## src/rtl/pipeline_hazard_ctrl_if.sv

```systemverilog
// Signal bundle between the pipeline stages and the hazard controller.
// The pipeline side uses the master modport; the controller uses slave.
interface pipeline_hazard_ctrl_if #(
   parameter int XLEN  = 32,
   parameter int CNT_W = 16
);
   logic [4:0]       i_id_rs1;
   logic [4:0]       i_id_rs2;
   logic             i_id_use_rs1;
   logic             i_id_use_rs2;
   logic             i_ex_valid;
   logic             i_ex_is_load;
   logic [4:0]       i_ex_rd;
   logic             i_ex_branch_valid;
   logic             i_ex_taken;
   logic             i_ex_prediction;
   logic [XLEN-1:0]  i_ex_target;
   logic [XLEN-1:0]  i_ex_pc_plus4;
   logic             i_mem_req;
   logic             i_mem_ready;
   logic             o_stall_if;
   logic             o_stall_id;
   logic             o_stall_ex;
   logic             o_stall_mem;
   logic             o_bubble_ex;
   logic             o_flush_if_id;
   logic             o_redirect;
   logic [XLEN-1:0]  o_redirect_pc;
   logic             o_mem_timeout;
   logic [CNT_W-1:0] o_mispredict_cnt;
   logic [CNT_W-1:0] o_stall_cnt;
   logic [1:0]       o_state;

   modport master (
      output i_id_rs1, i_id_rs2, i_id_use_rs1, i_id_use_rs2,
      output i_ex_valid, i_ex_is_load, i_ex_rd,
      output i_ex_branch_valid, i_ex_taken, i_ex_prediction, i_ex_target, i_ex_pc_plus4,
      output i_mem_req, i_mem_ready,
      input  o_stall_if, o_stall_id, o_stall_ex, o_stall_mem,
      input  o_bubble_ex, o_flush_if_id, o_redirect, o_redirect_pc,
      input  o_mem_timeout, o_mispredict_cnt, o_stall_cnt, o_state
   );

   modport slave (
      input  i_id_rs1, i_id_rs2, i_id_use_rs1, i_id_use_rs2,
      input  i_ex_valid, i_ex_is_load, i_ex_rd,
      input  i_ex_branch_valid, i_ex_taken, i_ex_prediction, i_ex_target, i_ex_pc_plus4,
      input  i_mem_req, i_mem_ready,
      output o_stall_if, o_stall_id, o_stall_ex, o_stall_mem,
      output o_bubble_ex, o_flush_if_id, o_redirect, o_redirect_pc,
      output o_mem_timeout, o_mispredict_cnt, o_stall_cnt, o_state
   );
endinterface

```

## src/rtl/pipeline_hazard_ctrl.sv

```systemverilog
// Stall/flush sequencer for the 5-stage RV32I pipeline: load-use interlock,
// mispredict redirect, data-memory wait with timeout, and perf counters.
module pipeline_hazard_ctrl #(
   parameter int XLEN        = 32,
   parameter int MEM_TIMEOUT = 255,
   parameter int CNT_W       = 16
) (
   input logic                   clk,
   input logic                   rst,
   pipeline_hazard_ctrl_if.slave bus
);

   localparam int WAIT_W = $clog2(MEM_TIMEOUT + 1);

   typedef enum logic [1:0] {
      ST_RUN      = 2'd0,
      ST_REDIRECT = 2'd1,
      ST_MEM_WAIT = 2'd2
   } state_t;

   state_t            state_q, state_d;
   logic [WAIT_W-1:0] wait_cnt_q, wait_cnt_d;
   logic [XLEN-1:0]   redirect_pc_q, redirect_pc_d;
   logic              timeout_q, timeout_d;
   logic [CNT_W-1:0]  mis_cnt_q;
   logic [CNT_W-1:0]  stall_cnt_q;

   logic mem_stall;
   logic mispredict_raw;
   logic load_use;
   logic wait_stall;
   logic eval_run;
   logic mis_inc;

   logic            stall_if, stall_id, stall_ex, stall_mem;
   logic            bubble_ex, flush_if_id, redirect;
   logic [XLEN-1:0] redirect_pc_out;

   function automatic logic [CNT_W-1:0] sat_inc(input logic [CNT_W-1:0] v);
      return (&v) ? v : v + CNT_W'(1);
   endfunction

   assign mem_stall      = bus.i_mem_req & ~bus.i_mem_ready & ~timeout_q;
   assign mispredict_raw = bus.i_ex_branch_valid & (bus.i_ex_taken != bus.i_ex_prediction);
   assign load_use       = bus.i_ex_valid & bus.i_ex_is_load & (bus.i_ex_rd != 5'd0) &
                           ((bus.i_id_use_rs1 & (bus.i_id_rs1 == bus.i_ex_rd)) |
                            (bus.i_id_use_rs2 & (bus.i_id_rs2 == bus.i_ex_rd)));
   assign wait_stall     = mem_stall & (wait_cnt_q < WAIT_W'(MEM_TIMEOUT));

   // Combinational decode: stall/bubble/flush act in the same cycle as the hazard.
   always_comb begin
      state_d         = state_q;
      wait_cnt_d      = wait_cnt_q;
      redirect_pc_d   = redirect_pc_q;
      timeout_d       = timeout_q;
      mis_inc         = 1'b0;
      eval_run        = 1'b0;
      stall_if        = 1'b0;
      stall_id        = 1'b0;
      stall_ex        = 1'b0;
      stall_mem       = 1'b0;
      bubble_ex       = 1'b0;
      flush_if_id     = 1'b0;
      redirect        = 1'b0;
      redirect_pc_out = '0;

      case (state_q)
         ST_RUN: begin
            if (mem_stall) begin
               {stall_if, stall_id, stall_ex, stall_mem} = 4'b1111;
               state_d    = ST_MEM_WAIT;
               wait_cnt_d = WAIT_W'(1);
            end else begin
               eval_run = 1'b1;
            end
         end
         ST_REDIRECT: begin
            // Redirect overrides fetch stall, so only ID/EX/MEM freeze here.
            redirect        = 1'b1;
            flush_if_id     = 1'b1;
            redirect_pc_out = redirect_pc_q;
            if (mem_stall) begin
               {stall_id, stall_ex, stall_mem} = 3'b111;
               state_d    = ST_MEM_WAIT;
               wait_cnt_d = WAIT_W'(1);
            end else begin
               state_d = ST_RUN;
            end
         end
         ST_MEM_WAIT: begin
            if (wait_stall) begin
               {stall_if, stall_id, stall_ex, stall_mem} = 4'b1111;
               wait_cnt_d = wait_cnt_q + WAIT_W'(1);
            end else begin
               state_d = ST_RUN;
               if (mem_stall) begin
                  timeout_d = 1'b1;
               end else begin
                  eval_run = 1'b1;
               end
            end
         end
         default: begin
            state_d = ST_RUN;
         end
      endcase

      if (eval_run) begin
         if (mispredict_raw) begin
            flush_if_id   = 1'b1;
            bubble_ex     = 1'b1;
            redirect_pc_d = bus.i_ex_taken ? bus.i_ex_target : bus.i_ex_pc_plus4;
            mis_inc       = 1'b1;
            state_d       = ST_REDIRECT;
         end else if (load_use) begin
            stall_if  = 1'b1;
            stall_id  = 1'b1;
            bubble_ex = 1'b1;
         end
      end
   end

   // State and counter registers.
   always_ff @(posedge clk) begin
      if (rst) begin
         state_q       <= ST_RUN;
         wait_cnt_q    <= '0;
         redirect_pc_q <= '0;
         timeout_q     <= 1'b0;
         mis_cnt_q     <= '0;
         stall_cnt_q   <= '0;
      end else begin
         state_q       <= state_d;
         wait_cnt_q    <= wait_cnt_d;
         redirect_pc_q <= redirect_pc_d;
         timeout_q     <= timeout_d;
         if (mis_inc) mis_cnt_q <= sat_inc(mis_cnt_q);
         if (stall_if) stall_cnt_q <= sat_inc(stall_cnt_q);
      end
   end

   assign bus.o_stall_if       = stall_if;
   assign bus.o_stall_id       = stall_id;
   assign bus.o_stall_ex       = stall_ex;
   assign bus.o_stall_mem      = stall_mem;
   assign bus.o_bubble_ex      = bubble_ex;
   assign bus.o_flush_if_id    = flush_if_id;
   assign bus.o_redirect       = redirect;
   assign bus.o_redirect_pc    = redirect_pc_out;
   assign bus.o_mem_timeout    = timeout_q;
   assign bus.o_mispredict_cnt = mis_cnt_q;
   assign bus.o_stall_cnt      = stall_cnt_q;
   assign bus.o_state          = state_q;

endmodule
```

## src/flat_wrapper.sv

```systemverilog
// flat-port wrapper written by rule: the top's interface ports become plain ports
module pipeline_hazard_ctrl_flat 
#(
   parameter int XLEN        = 32,
   parameter int MEM_TIMEOUT = 255,
   parameter int CNT_W       = 16
)
  (clk, rst, bus_i_id_rs1, bus_i_id_rs2, bus_i_id_use_rs1, bus_i_id_use_rs2, bus_i_ex_valid, bus_i_ex_is_load, bus_i_ex_rd, bus_i_ex_branch_valid, bus_i_ex_taken, bus_i_ex_prediction, bus_i_ex_target, bus_i_ex_pc_plus4, bus_i_mem_req, bus_i_mem_ready, bus_o_stall_if, bus_o_stall_id, bus_o_stall_ex, bus_o_stall_mem, bus_o_bubble_ex, bus_o_flush_if_id, bus_o_redirect, bus_o_redirect_pc, bus_o_mem_timeout, bus_o_mispredict_cnt, bus_o_stall_cnt, bus_o_state);
  pipeline_hazard_ctrl_if #(.XLEN(XLEN), .CNT_W(CNT_W)) bus_i ();
  input logic clk;
  input logic rst;
  input wire logic [$bits(bus_i.i_id_rs1)-1:0] bus_i_id_rs1;
  input wire logic [$bits(bus_i.i_id_rs2)-1:0] bus_i_id_rs2;
  input wire logic [$bits(bus_i.i_id_use_rs1)-1:0] bus_i_id_use_rs1;
  input wire logic [$bits(bus_i.i_id_use_rs2)-1:0] bus_i_id_use_rs2;
  input wire logic [$bits(bus_i.i_ex_valid)-1:0] bus_i_ex_valid;
  input wire logic [$bits(bus_i.i_ex_is_load)-1:0] bus_i_ex_is_load;
  input wire logic [$bits(bus_i.i_ex_rd)-1:0] bus_i_ex_rd;
  input wire logic [$bits(bus_i.i_ex_branch_valid)-1:0] bus_i_ex_branch_valid;
  input wire logic [$bits(bus_i.i_ex_taken)-1:0] bus_i_ex_taken;
  input wire logic [$bits(bus_i.i_ex_prediction)-1:0] bus_i_ex_prediction;
  input wire logic [$bits(bus_i.i_ex_target)-1:0] bus_i_ex_target;
  input wire logic [$bits(bus_i.i_ex_pc_plus4)-1:0] bus_i_ex_pc_plus4;
  input wire logic [$bits(bus_i.i_mem_req)-1:0] bus_i_mem_req;
  input wire logic [$bits(bus_i.i_mem_ready)-1:0] bus_i_mem_ready;
  output wire logic [$bits(bus_i.o_stall_if)-1:0] bus_o_stall_if;
  output wire logic [$bits(bus_i.o_stall_id)-1:0] bus_o_stall_id;
  output wire logic [$bits(bus_i.o_stall_ex)-1:0] bus_o_stall_ex;
  output wire logic [$bits(bus_i.o_stall_mem)-1:0] bus_o_stall_mem;
  output wire logic [$bits(bus_i.o_bubble_ex)-1:0] bus_o_bubble_ex;
  output wire logic [$bits(bus_i.o_flush_if_id)-1:0] bus_o_flush_if_id;
  output wire logic [$bits(bus_i.o_redirect)-1:0] bus_o_redirect;
  output wire logic [$bits(bus_i.o_redirect_pc)-1:0] bus_o_redirect_pc;
  output wire logic [$bits(bus_i.o_mem_timeout)-1:0] bus_o_mem_timeout;
  output wire logic [$bits(bus_i.o_mispredict_cnt)-1:0] bus_o_mispredict_cnt;
  output wire logic [$bits(bus_i.o_stall_cnt)-1:0] bus_o_stall_cnt;
  output wire logic [$bits(bus_i.o_state)-1:0] bus_o_state;
  assign bus_i.i_id_rs1 = bus_i_id_rs1;
  assign bus_i.i_id_rs2 = bus_i_id_rs2;
  assign bus_i.i_id_use_rs1 = bus_i_id_use_rs1;
  assign bus_i.i_id_use_rs2 = bus_i_id_use_rs2;
  assign bus_i.i_ex_valid = bus_i_ex_valid;
  assign bus_i.i_ex_is_load = bus_i_ex_is_load;
  assign bus_i.i_ex_rd = bus_i_ex_rd;
  assign bus_i.i_ex_branch_valid = bus_i_ex_branch_valid;
  assign bus_i.i_ex_taken = bus_i_ex_taken;
  assign bus_i.i_ex_prediction = bus_i_ex_prediction;
  assign bus_i.i_ex_target = bus_i_ex_target;
  assign bus_i.i_ex_pc_plus4 = bus_i_ex_pc_plus4;
  assign bus_i.i_mem_req = bus_i_mem_req;
  assign bus_i.i_mem_ready = bus_i_mem_ready;
  assign bus_o_stall_if = bus_i.o_stall_if;
  assign bus_o_stall_id = bus_i.o_stall_id;
  assign bus_o_stall_ex = bus_i.o_stall_ex;
  assign bus_o_stall_mem = bus_i.o_stall_mem;
  assign bus_o_bubble_ex = bus_i.o_bubble_ex;
  assign bus_o_flush_if_id = bus_i.o_flush_if_id;
  assign bus_o_redirect = bus_i.o_redirect;
  assign bus_o_redirect_pc = bus_i.o_redirect_pc;
  assign bus_o_mem_timeout = bus_i.o_mem_timeout;
  assign bus_o_mispredict_cnt = bus_i.o_mispredict_cnt;
  assign bus_o_stall_cnt = bus_i.o_stall_cnt;
  assign bus_o_state = bus_i.o_state;
  pipeline_hazard_ctrl #(.XLEN(XLEN), .MEM_TIMEOUT(MEM_TIMEOUT), .CNT_W(CNT_W)) u_core (.clk(clk), .rst(rst), .bus(bus_i));
endmodule
```

## config.mk

```make
export PLATFORM = sky130hd
export DESIGN_NAME = pipeline_hazard_ctrl_flat
export DESIGN_NICKNAME = d
export VERILOG_FILES = /design/src/rtl/pipeline_hazard_ctrl_if.sv /design/src/rtl/pipeline_hazard_ctrl.sv /design/src/flat_wrapper.sv
export SDC_FILE = /design/constraint.sdc
export NUM_CORES = 1
export LEC_CHECK = 0
export ABC_AREA = 1
export CORE_ASPECT_RATIO = 1.1
export CORE_MARGIN = 5
export CORE_UTILIZATION = 45
export DETAILED_ROUTE_END_ITERATION = 12
export GPL_TIMING_DRIVEN = 0
export PLACE_DENSITY = 0.87
export SLEW_MARGIN = 20
export SYNTH_ARGS = -nofsm -noshare
export SYNTH_HDL_FRONTEND = slang
export SYNTH_SLANG_ARGS = --single-unit
```

## constraint.sdc

```tcl
create_clock -name clk -period 2 [get_ports clk]
set_input_delay 0.2 -clock clk [delete_from_list [all_inputs] [get_ports clk]]
set_output_delay 0.2 -clock clk [all_outputs]
set_load 0.02 [all_outputs]
```

==> results of run 1 <==
-- power groups by stage --
stage	sequential, mW	clock (mW)	combinational (mW)
after floorplan	1.61	0	0.359
after global placement	1.60	0	0.666
after detailed placement	1.61	0	0.683
after CTS	1.57	1.21	0.702
after global routing	1.58	1.28	0.775
final	1.57	1.18	0.720
-- logic make-up after synthesis --
group	Yosys count	synth area share [%]
AOI/OAI and AO/OA	75	17.4
xor gates and xnor gates	17	3.38
adders and majority gates	3	0.851
buffers and inverters	112	11.3
DFF	75	34.0
and+or+nand+nor	322	33.0
-- metrics by stage --
stage          utilization (%)  area, um^2  setup TNS [ns]
2_1_floorplan                -        4410               0
3_3_place_gp              63.3        6170           -1.17
3_5_place_dp              63.3        6170           -1.67
4_1_cts                   65.8        6420          -0.173
5_1_grt                   65.8        6410          -0.149
6_report                  65.8        6410         -0.0599
-- flip-flops by register name, summed over array words and instances, names as in the netlist --
register and count:
u_core.bus.o_state 2, u_core.bus.o_stall_cnt 16, u_core.bus.o_mem_timeout 1, u_core.redirect_pc_q 32
u_core.bus.o_mispredict_cnt 16, u_core.wait_cnt_q 8
-- how the worst max path moves through the flow --
stage	to	slack, ns
2_1_floorplan	u_core.bus.o_stall_cnt[4]	0.19
5_1_grt	bus_o_stall_if	-0.13
3_5_place_dp	bus_o_stall_if	-0.53
4_1_cts	bus_o_stall_if	-0.17
3_3_place_gp	bus_o_stall_if	-0.49
6_report	bus_o_stall_if	-0.06
-- synthesized netlist by cell type --
cell	number
or2_2	1
o32ai_2	30
nand3b_1	2
buf_2	5
nor3_2	3
buf_8	1
dfxtp_1	75
nor2_4	1
o21bai_1	1
nand2_1	96
nand3_1	32
nand3_2	9
and2b_1	1
a21oi_2	12
buf_1	4
o21ai_1	5
nor3_1	10
nand2_4	2
nand3b_4	1
or2_1	1
ha_1	3
xor2_1	14
a21oi_1	19
nor3b_1	3
clkbuf_1	9
o21ai_0	5
and3_1	2
nor4_2	1
nor2_2	2
nand2_2	5
a31oi_1	1
clkinv_1	1
nand4_1	8
buf_4	2
nor2_1	142
xnor2_1	3
inv_2	11
inv_1	73
buf_6	5
buf_12	1
o32ai_1	2
-- placed cells by master (no fill, tap or decap), types with 2 or more instances in the layout --
cell type / Yosys / layout
clkbuf_1: 9 / 11
clkbuf_8: 0 / 10
clkinvlp_4: 0 / 2
ha_1: 3 / 2
nand4_1: 8 / 8
clkdlybuf4s50_1: 0 / 121
clkdlybuf4s15_2: 0 / 2
buf_4: 2 / 10
o32ai_2: 30 / 30
o21ai_1: 5 / 5
o21ai_0: 5 / 5
nand2_4: 2 / 5
inv_2: 11 / 12
buf_8: 1 / 2
nor2_1: 142 / 139
nor2_2: 2 / 3
o32ai_1: 2 / 2
nor3_2: 3 / 3
clkbuf_2: 0 / 26
dfxtp_2: 0 / 3
a21oi_1: 19 / 19
xor2_1: 14 / 14
clkdlybuf4s15_1: 0 / 4
xnor2_1: 3 / 3
dlymetal6s2s_1: 0 / 4
a21oi_2: 12 / 12
buf_2: 5 / 7
dfxtp_1: 75 / 72
nor2_4: 1 / 3
inv_1: 73 / 71
nand3b_1: 2 / 2
buf_6: 5 / 10
nor3b_1: 3 / 3
nand2_2: 5 / 5
nand3_2: 9 / 9
nand3_1: 32 / 32
and3_1: 2 / 2
nand2_1: 96 / 93
nor3_1: 10 / 10
-- layout make-up --
class	count	share of cell area (%)
timing repair buffer	173	25.0
sequential	75	23.5
multi-input combinational	417	38.4
inverter	85	5.01
tap	120	2.34
buffer	26	2.79
clock inverter	4	0.780
clock buffer	12	2.26
-- repair_timing --
item                       CTS  global route
pin swaps                    5             5
setup endpoints to repair   38            47
setup buffers                6             6
gates resized for setup     70            73
-- worst max-delay path, cell delays in order, from the launching register on --
cell and delay [ns]:
dfxtp_2 0.36, ha_4 0.15, nand2_4 0.06, nor2_4 0.08, nand4_1 0.13, nand3_2 0.13, nand2_4 0.08, nand2_4 0.07
nand2_4 0.06, buf_6 0.13, buf_12 0.14, buf_8 0.13
-- layer usage --
metal	GRT usage, %	vias to the layer above	share of wire (%)
li1	-	2313	-
met1	24.9	2154	40
met2	40.9	202	51
met3	4.75	29	6.4
met4	8.89	0	2.3
met5	0	-	0
==> flow_summary.ini, run 1 <==
[global_route]
grtUsageTotal_pct = 22.3
grt_pass1_vias = 4671
antenna_found_initial = 0
gr-total-overflow = 0
grt_pass1_wl_um = 22100
grt_max_degree = 13

[synthesis]
syn-num-nets = 697
synth_area_leaders = dfxtp_1 34%, nor2_1 12%, o32ai_2 11%, nand2_1 8.2%, inv_1 6.2%
synthCells = 604
yosys_warnings = 0
yosys.area.top_type = dfxtp_1
syn_area_um2 = 4410
syn_area_per_cell_um2 = 7.30
synth_top_cell_area_share_pct = 34.0
synth_cell_type_count = 41
ys_ff_latch = 75
ys_seq_area_share_pct = 34.0

[cts]
insertion_delay_ns = 0.35
cts_root_buf = clkbuf_8
clock_path_buffers = 2
path_clk_slew_ns = 0.08
postCtsHoldBufs = 0
cts_max_level = 3
clock-sinks = 75
cts_tree = built
cts_buffers = 9

[worst_setup_path]
r2r-start = u_core.wait_cnt_q[1]
cp_max_fo = 10
arrival_ns = 1.86
path_class = register to output pin
reg2reg_slack_ns = 0.12
worstRegToRegCells = 15
crit_start = u_core.wait_cnt_q[1]
worstSetupEndpointType = output pin
required_ns = 1.80
start_kind = register
rr_endpoint = u_core.wait_cnt_q[4]

[routing]
drc = 0
viasPerCell = 5.15
drtAntennaViolNets = 0
drt-total-wl_um = 13800
first_iter_violations = 237
firstDrtPassIters = 7
vias = 4698
wl_per_cell_um = 15.1

[final_layout]
nFillCells = 825
seq_area_um2 = 1510
instances_no_fill = 912
n_antenna_cell = 0
final_nets = 880
area_delta_synth_final_pct = 45.4
multi_input_area_um2 = 2460
drive_gt1_share_pct = 20.6

[floorplan]
io_pins = 164
dieWidth_um = 104
dieArea_um2 = 11900
core-area_um2 = 9750
placementRows = 38
fp.dieH_um = 114
initial_core_util_pct = 45.3

[timing]
fin_crit_sh_pct = 103
worstMarginPinSlew_ns = 0.602
setup_viol = 1
final_max_slew_viol_count = 0
setup_slack_ns = -0.0599
fin_crit_ns = 2.06
max_freq_ghz = 0.485
whs_ns = 0.264
slew_headroom_pct = 59.9
skew_ns = 0.0146
final-hold-violation-count = 0
rsz0062_at_grt = true

[power]
combPwrFrac_pct = 20.7
vdd_drop_max_mv = 0.361
p_total_mw = 3.47
power_frac_seq_pct = 45.3
p_clk_share_pct = 34.0
p_sw_uw = 951
p_sw_share_pct = 27.4
power.density_nw_per_um2 = 541
p_int_mw = 2.52
cellLeakagePower_nw = 2.55

[placement]
hpwl_um = 10400
place_congestion = 0.875
place_inst = 885
port_buffers = 161
dp_slack_ns = -0.533

[run]
maxCapViolCount = 0

[worst_hold_path]
whs_path_depth = 3
hp-start = bus_i_ex_taken
hp-class = primary input to register
min_to = u_core.redirect_pc_q[1]

[outcome]
violations = setup timing
status = finished, violations left
(Power assumes the default switching activity.)
==> inputs of run 2 (changes only) <==
- PLACE_DENSITY: 0.87 -> 0.88
- clock period: 2 -> 2.3 ns (I/O delays scaled with it)
==> flow_summary.ini, run 2 (synthesis gave the netlist of run 1 again) <==
[outcome]
status = finished clean

[worst_hold_path]
hp-class = primary input to register

[floorplan]
fp.dieH_um = 114
io_pins = 164
core-area_um2 = 9750
dieWidth_um = 104
placementRows = 38
initial_core_util_pct = 45.3
dieArea_um2 = 11900

[final_layout]
final_nets = 873
n_antenna_cell = 0
area_delta_synth_final_pct = 47.0
instances_no_fill = 905
drive_gt1_share_pct = 15.3
largest_reg_flops = 32
top_register = u_core.redirect_pc_q
layout_common_cells = 141 x nor2_1, 126 x clkdlybuf4s50_1, 96 x nand2_1
mostFrequentLayoutCell = nor2_1

[routing]
firstDrtPassIters = 5
drc = 0
vias = 4678
drt-total-wl_um = 13600
wl_per_cell_um = 15.0
drtAntennaViolNets = 0
viasPerCell = 5.17
first_iter_violations = 218

[power]
vdd_drop_max_mv = 0.329
cellLeakagePower_nw = 2.77
power_frac_seq_pct = 42.9
power.density_nw_per_um2 = 492
combPwrFrac_pct = 19.0
p_clk_share_pct = 38.1
p_int_mw = 2.37
p_sw_uw = 820
p_sw_share_pct = 25.7

[cts]
cts_buffers = 9
clock-sinks = 75
cts_tree = built
insertion_delay_ns = 0.35
cts_root_buf = clkbuf_8
path_clk_slew_ns = 0.07
clock_path_buffers = 2
cts_max_level = 3
postCtsHoldBufs = 0

[global_route]
grtUsageTotal_pct = 22.0
grt_max_degree = 14
antenna_found_initial = 0
grt_pass1_wl_um = 21700
gr-total-overflow = 0
grt_pass1_vias = 4678

[worst_setup_path]
start_kind = register
critPathMaxStageDelay_ns = 0.37
path_class = register to output pin
cp_common_cell = nand2_4
path_cells = ha_4 -> nand2_1 -> nor2_2 -> nand4_1 -> nand3_2 -> nand2_4 -> nand2_4 -> nand2_4 -> buf_6 -> buf_12 -> buf_4
required_ns = 2.07
arrival_ns = 2.02
crit_buf_inv = 3
worstSetupEndpointType = output pin
cp_top_family = simple AND/OR/NAND/NOR gates
slowest_stage = dfxtp_4
cp_max_fo = 10

[timing]
skew_ns = 0.00835
setup_viol = 0
whs_ns = 0.289
max_freq_ghz = 0.445
worstMarginPinSlew_ns = 0.651
tns_ns = 0
final-hold-violation-count = 0
final_max_slew_viol_count = 0
setup_slack_ns = 0.0532
rsz0062_at_grt = true
fin_crit_sh_pct = 97.7
slew_headroom_pct = 56.6
fin_crit_ns = 2.25

[placement]
hpwl_um = 10500
place_inst = 885
dp_slack_ns = -0.296
port_buffers = 161
place_congestion = 0.867

[run]
maxCapViolCount = 0
## run 2: cell types whose count changed in the layout (fill, tap and decap cells not counted), moves of 3 or more
cell,delta
dlygate4sd2_1,+17
buf_4,-3
clkdlybuf4s15_1,-4
nand2_1,+3
dlymetal6s2s_1,+11
clkdlybuf4s50_1,+5
clkbuf_2,-24
buf_6,-5
## run 2: path summary, 6_finish.rpt
kind | depth (start not counted) | startpoint | endpoint | slack [ns]
hold / removal | 3 | bus_i_ex_taken | u_core.redirect_pc_q[1] | 0.29
setup / recovery | 11 | u_core.wait_cnt_q[0] | bus_o_stall_if | 0.05
hold reg to reg | 1 | u_core.wait_cnt_q[0] | u_core.wait_cnt_q[0] | 0.46
setup reg to reg | 8 | u_core.bus.o_stall_cnt[0] | u_core.bus.o_stall_cnt[5] | 0.33
## run 2: layer usage
metal  vias up  GRT usage (%)  wire length, um
li1       2296              -                -
met3        27           5.15              870
met1      2152           24.5             5510
met2       203           40.3             6910
met4         0           8.98              301
met5         -              0                0
## run 2: power by group through the flow
stage	logic (mW)	clock network [mW]	registers (mW)
global placement	0.579	0	1.39
CTS	0.596	1.25	1.36
detailed placement	0.599	0	1.40
floorplan	0.312	0	1.40
global route	0.654	1.31	1.37
finish	0.606	1.22	1.37
## run 2: layout make-up
cell class	instances	area [um^2]
inverter	85	319
clock buffer	10	128
clock inverter	6	113
tap	120	150
timing repair buffer	165	1650
buffer	27	184
fill	793	3260
multi-input combinational	417	2430
sequential	75	1510
## run 2: through the flow
step / power, mW / area, um^2 / utilization (%)
floorplan: 1.71 / 4410 / -
global placement: 1.97 / 6170 / 63.3
detailed placement: 1.99 / 6170 / 63.3
CTS: 3.21 / 6390 / 65.6
global route: 3.34 / 6480 / 66.5
finish: 3.19 / 6480 / 66.5
## run 2: repair_timing
| action | in CTS | in global routing |
|---|---|---|
| cloned | 0 | 0 |
| buffers inserted | 0 | 4 |
| pin swaps | 0 | 4 |
| endpoints found under the setup margin | 34 | 18 |
| gates resized for setup | 24 | 28 |
## run 2: worst reg2reg max path: stages, from the launching register on
cell and delay, ns:
dfxtp_1 0.44, ha_1 0.25, nand2_2 0.09, nor2_2 0.23, nand3_1 0.16, nand3b_4 0.26, buf_4 0.24, nand3_1 0.12
a21oi_2 0.06
==> inputs of run 3 (changes only) <==
- ABC_AREA: 1 -> unset
- CORE_UTILIZATION: 45 -> 43
==> flow_summary.ini, run 3 <==
[worst_hold_path]
hp-class = primary input to register
min_to = u_core.redirect_pc_q[1]
whs_path_depth = 3
hp-start = bus_i_ex_taken

[power]
p_total_mw = 2.91
power.density_nw_per_um2 = 488
vdd_drop_max_mv = 0.336
cellLeakagePower_nw = 2.60

[floorplan]
placementRows = 36
dieWidth_um = 99.7
dieArea_um2 = 10800
fp.dieH_um = 109
core-area_um2 = 8740
io_pins = 164
initial_core_util_pct = 43.5

[final_layout]
fin_util_pct = 68.3
layout_common_cells = 133 x clkdlybuf4s50_1, 66 x nor2_1, 66 x dfxtp_1
drive_gt1_share_pct = 10.7
final_area_um2 = 5970
final_nets = 714
mostFrequentLayoutCell = clkdlybuf4s50_1
top_register = u_core.redirect_pc_q
largest_reg_flops = 32
n_antenna_cell = 0
instances_no_fill = 740
area_delta_synth_final_pct = 57.0

[synthesis]
yosysMostFrequentCell = dfxtp_1
synth_area_leaders = dfxtp_1 39%, mux2i_1 9.0%, a211oi_1 7.1%, nor2_1 6.5%, and2_1 5.3%
yosys_most_used_dff = dfxtp_1
synthCells = 440
ys_seq_area_share_pct = 39.5
yosys_warnings = 0
ys_ff_latch = 75
syn-num-nets = 533
synth_edf_count = 0
synth_commonest_cells = 75 x dfxtp_1, 66 x nor2_1, 36 x a211oi_1
yosys.area.top_type = dfxtp_1
syn_area_um2 = 3800
async_flop_share_pct = 0
synth_top_cell_area_share_pct = 39.5
synth_cell_type_count = 45
syn_area_per_cell_um2 = 8.64

[timing]
final-hold-violation-count = 0
tns_ns = 0
final_max_slew_viol_count = 0
fin_crit_ns = 2.23
skew_ns = 0.00768
max_freq_ghz = 0.448
setup_slack_ns = 0.0689
setup_viol = 0
rsz0062_at_grt = false
fin_crit_sh_pct = 97.0
slew_headroom_pct = 49.1
whs_ns = 0.400
worstMarginPinSlew_ns = 0.763

[routing]
firstDrtPassIters = 4
drc = 0
vias = 3950
wl_per_cell_um = 15.5
drt-total-wl_um = 11500
first_iter_violations = 154
viasPerCell = 5.34
drtAntennaViolNets = 0

[outcome]
status = finished clean

[worst_setup_path]
worstRegToRegCells = 8
path_cells = nand4_1 -> or4_4 -> o2111a_1 -> a21oi_4 -> buf_6 -> buf_12 -> mux2i_1 -> nor2_1
cp_max_fo = 10
rr_endpoint = u_core.bus.o_stall_cnt[1]
r2r-start = u_core.bus.o_stall_cnt[7]
slowest_stage = or4_4
required_ns = 2.51
worstSetupEndpointType = register
path_class = register to register
reg2reg_slack_ns = 0.07
cp_top_family = simple AND/OR/NAND/NOR gates
arrival_ns = 2.45
start_kind = register
critPathMaxStageDelay_ns = 0.52
crit_buf_inv = 2

[cts]
postCtsHoldBufs = 0
clock_path_buffers = 2
insertion_delay_ns = 0.34
cts_max_level = 3
cts_root_buf = clkbuf_8
clock-sinks = 75
cts_buffers = 9
cts_tree = built
path_clk_slew_ns = 0.08

[placement]
port_buffers = 161
dp_slack_ns = -0.399
hpwl_um = 9030
place_inst = 715
place_area_um2 = 5570
place_congestion = 0.874

[global_route]
grt_pass1_wl_um = 18000
gr-total-overflow = 0
antenna_found_initial = 0
grtUsageTotal_pct = 20.6
grt_pass1_vias = 4014
grt_max_degree = 14

[run]
maxCapViolCount = 0
==> run 3: cell count changes in the layout (fill, tap and decap cells not counted), sizes merged, moves of 32 or more <==
cell    previous run  this run
inv               85         8
nor2             145        66
nand2            103        19
mux2i              0        34
a211oi             0        36
and2               0        32
o32ai             32         0
==> run 3: cell families after synthesis <==
group                      Yosys count  share of synthesized area (%)
buffers and inverters               34                           4.11
adders and majority gates            3                          0.987
and+or+nand+nor                    185                           24.8
AOI/OAI and AO/OA                   74                           13.4
DFF                                 75                           39.5
xor gates and xnor gates            32                           7.37
muxes                               37                           9.84
==> run 3: layer usage <==
metal | track usage [%] | vias to the layer above | share of wire [%]
li1 | - | 1922 | -
met1 | 22.3 | 1820 | 38
met2 | 38.2 | 178 | 51
met3 | 4.93 | 30 | 7.8
met4 | 8.29 | 0 | 2.5
met5 | 0 | - | 0
==> run 3: tightest hold or removal path: stages <==
cell,delay (ns)
buf_2,0.15
mux2i_1,0.21
a211oi_1,0.10
==> run 3: worst max-delay path by stage <==
stage          slack [ns]  cells past startpoint                         end                      start
6_report             0.07                      8   u_core.bus.o_stall_cnt[1]  u_core.bus.o_stall_cnt[7]
5_1_grt             0.003                      8   u_core.bus.o_stall_cnt[1]  u_core.bus.o_stall_cnt[7]
4_1_cts             0.006                      9  u_core.bus.o_stall_cnt[11]       u_core.wait_cnt_q[0]
3_5_place_dp        -0.40                      7             bus_o_stall_mem              bus_i_mem_req
3_3_place_gp        -0.36                      7             bus_o_stall_mem              bus_i_mem_req
2_1_floorplan        0.02                      9   u_core.bus.o_stall_cnt[1]  u_core.bus.o_stall_cnt[0]
==> run 3: power breakdown <==
part           internal (mW)  switching, mW  total (mW)
Clock                  0.504          0.503        1.01
Sequential              1.35         0.0304        1.38
Combinational          0.288          0.238       0.527
==> run 3: timing repair <==
action | CTS | global route
setup buffers | 7 | 3
setup endpoints to repair | 50 | 73
gates resized for setup | 23 | 49
pin swaps | 3 | 7
==> run 3: final cells by class <==
class	count	area, um^2
tap	114	143
fill	711	2770
clock inverter	6	65.1
clock buffer	10	128
buffer	26	134
sequential	75	1520
timing repair buffer	171	1730
multi-input combinational	331	2230
inverter	7	26.3
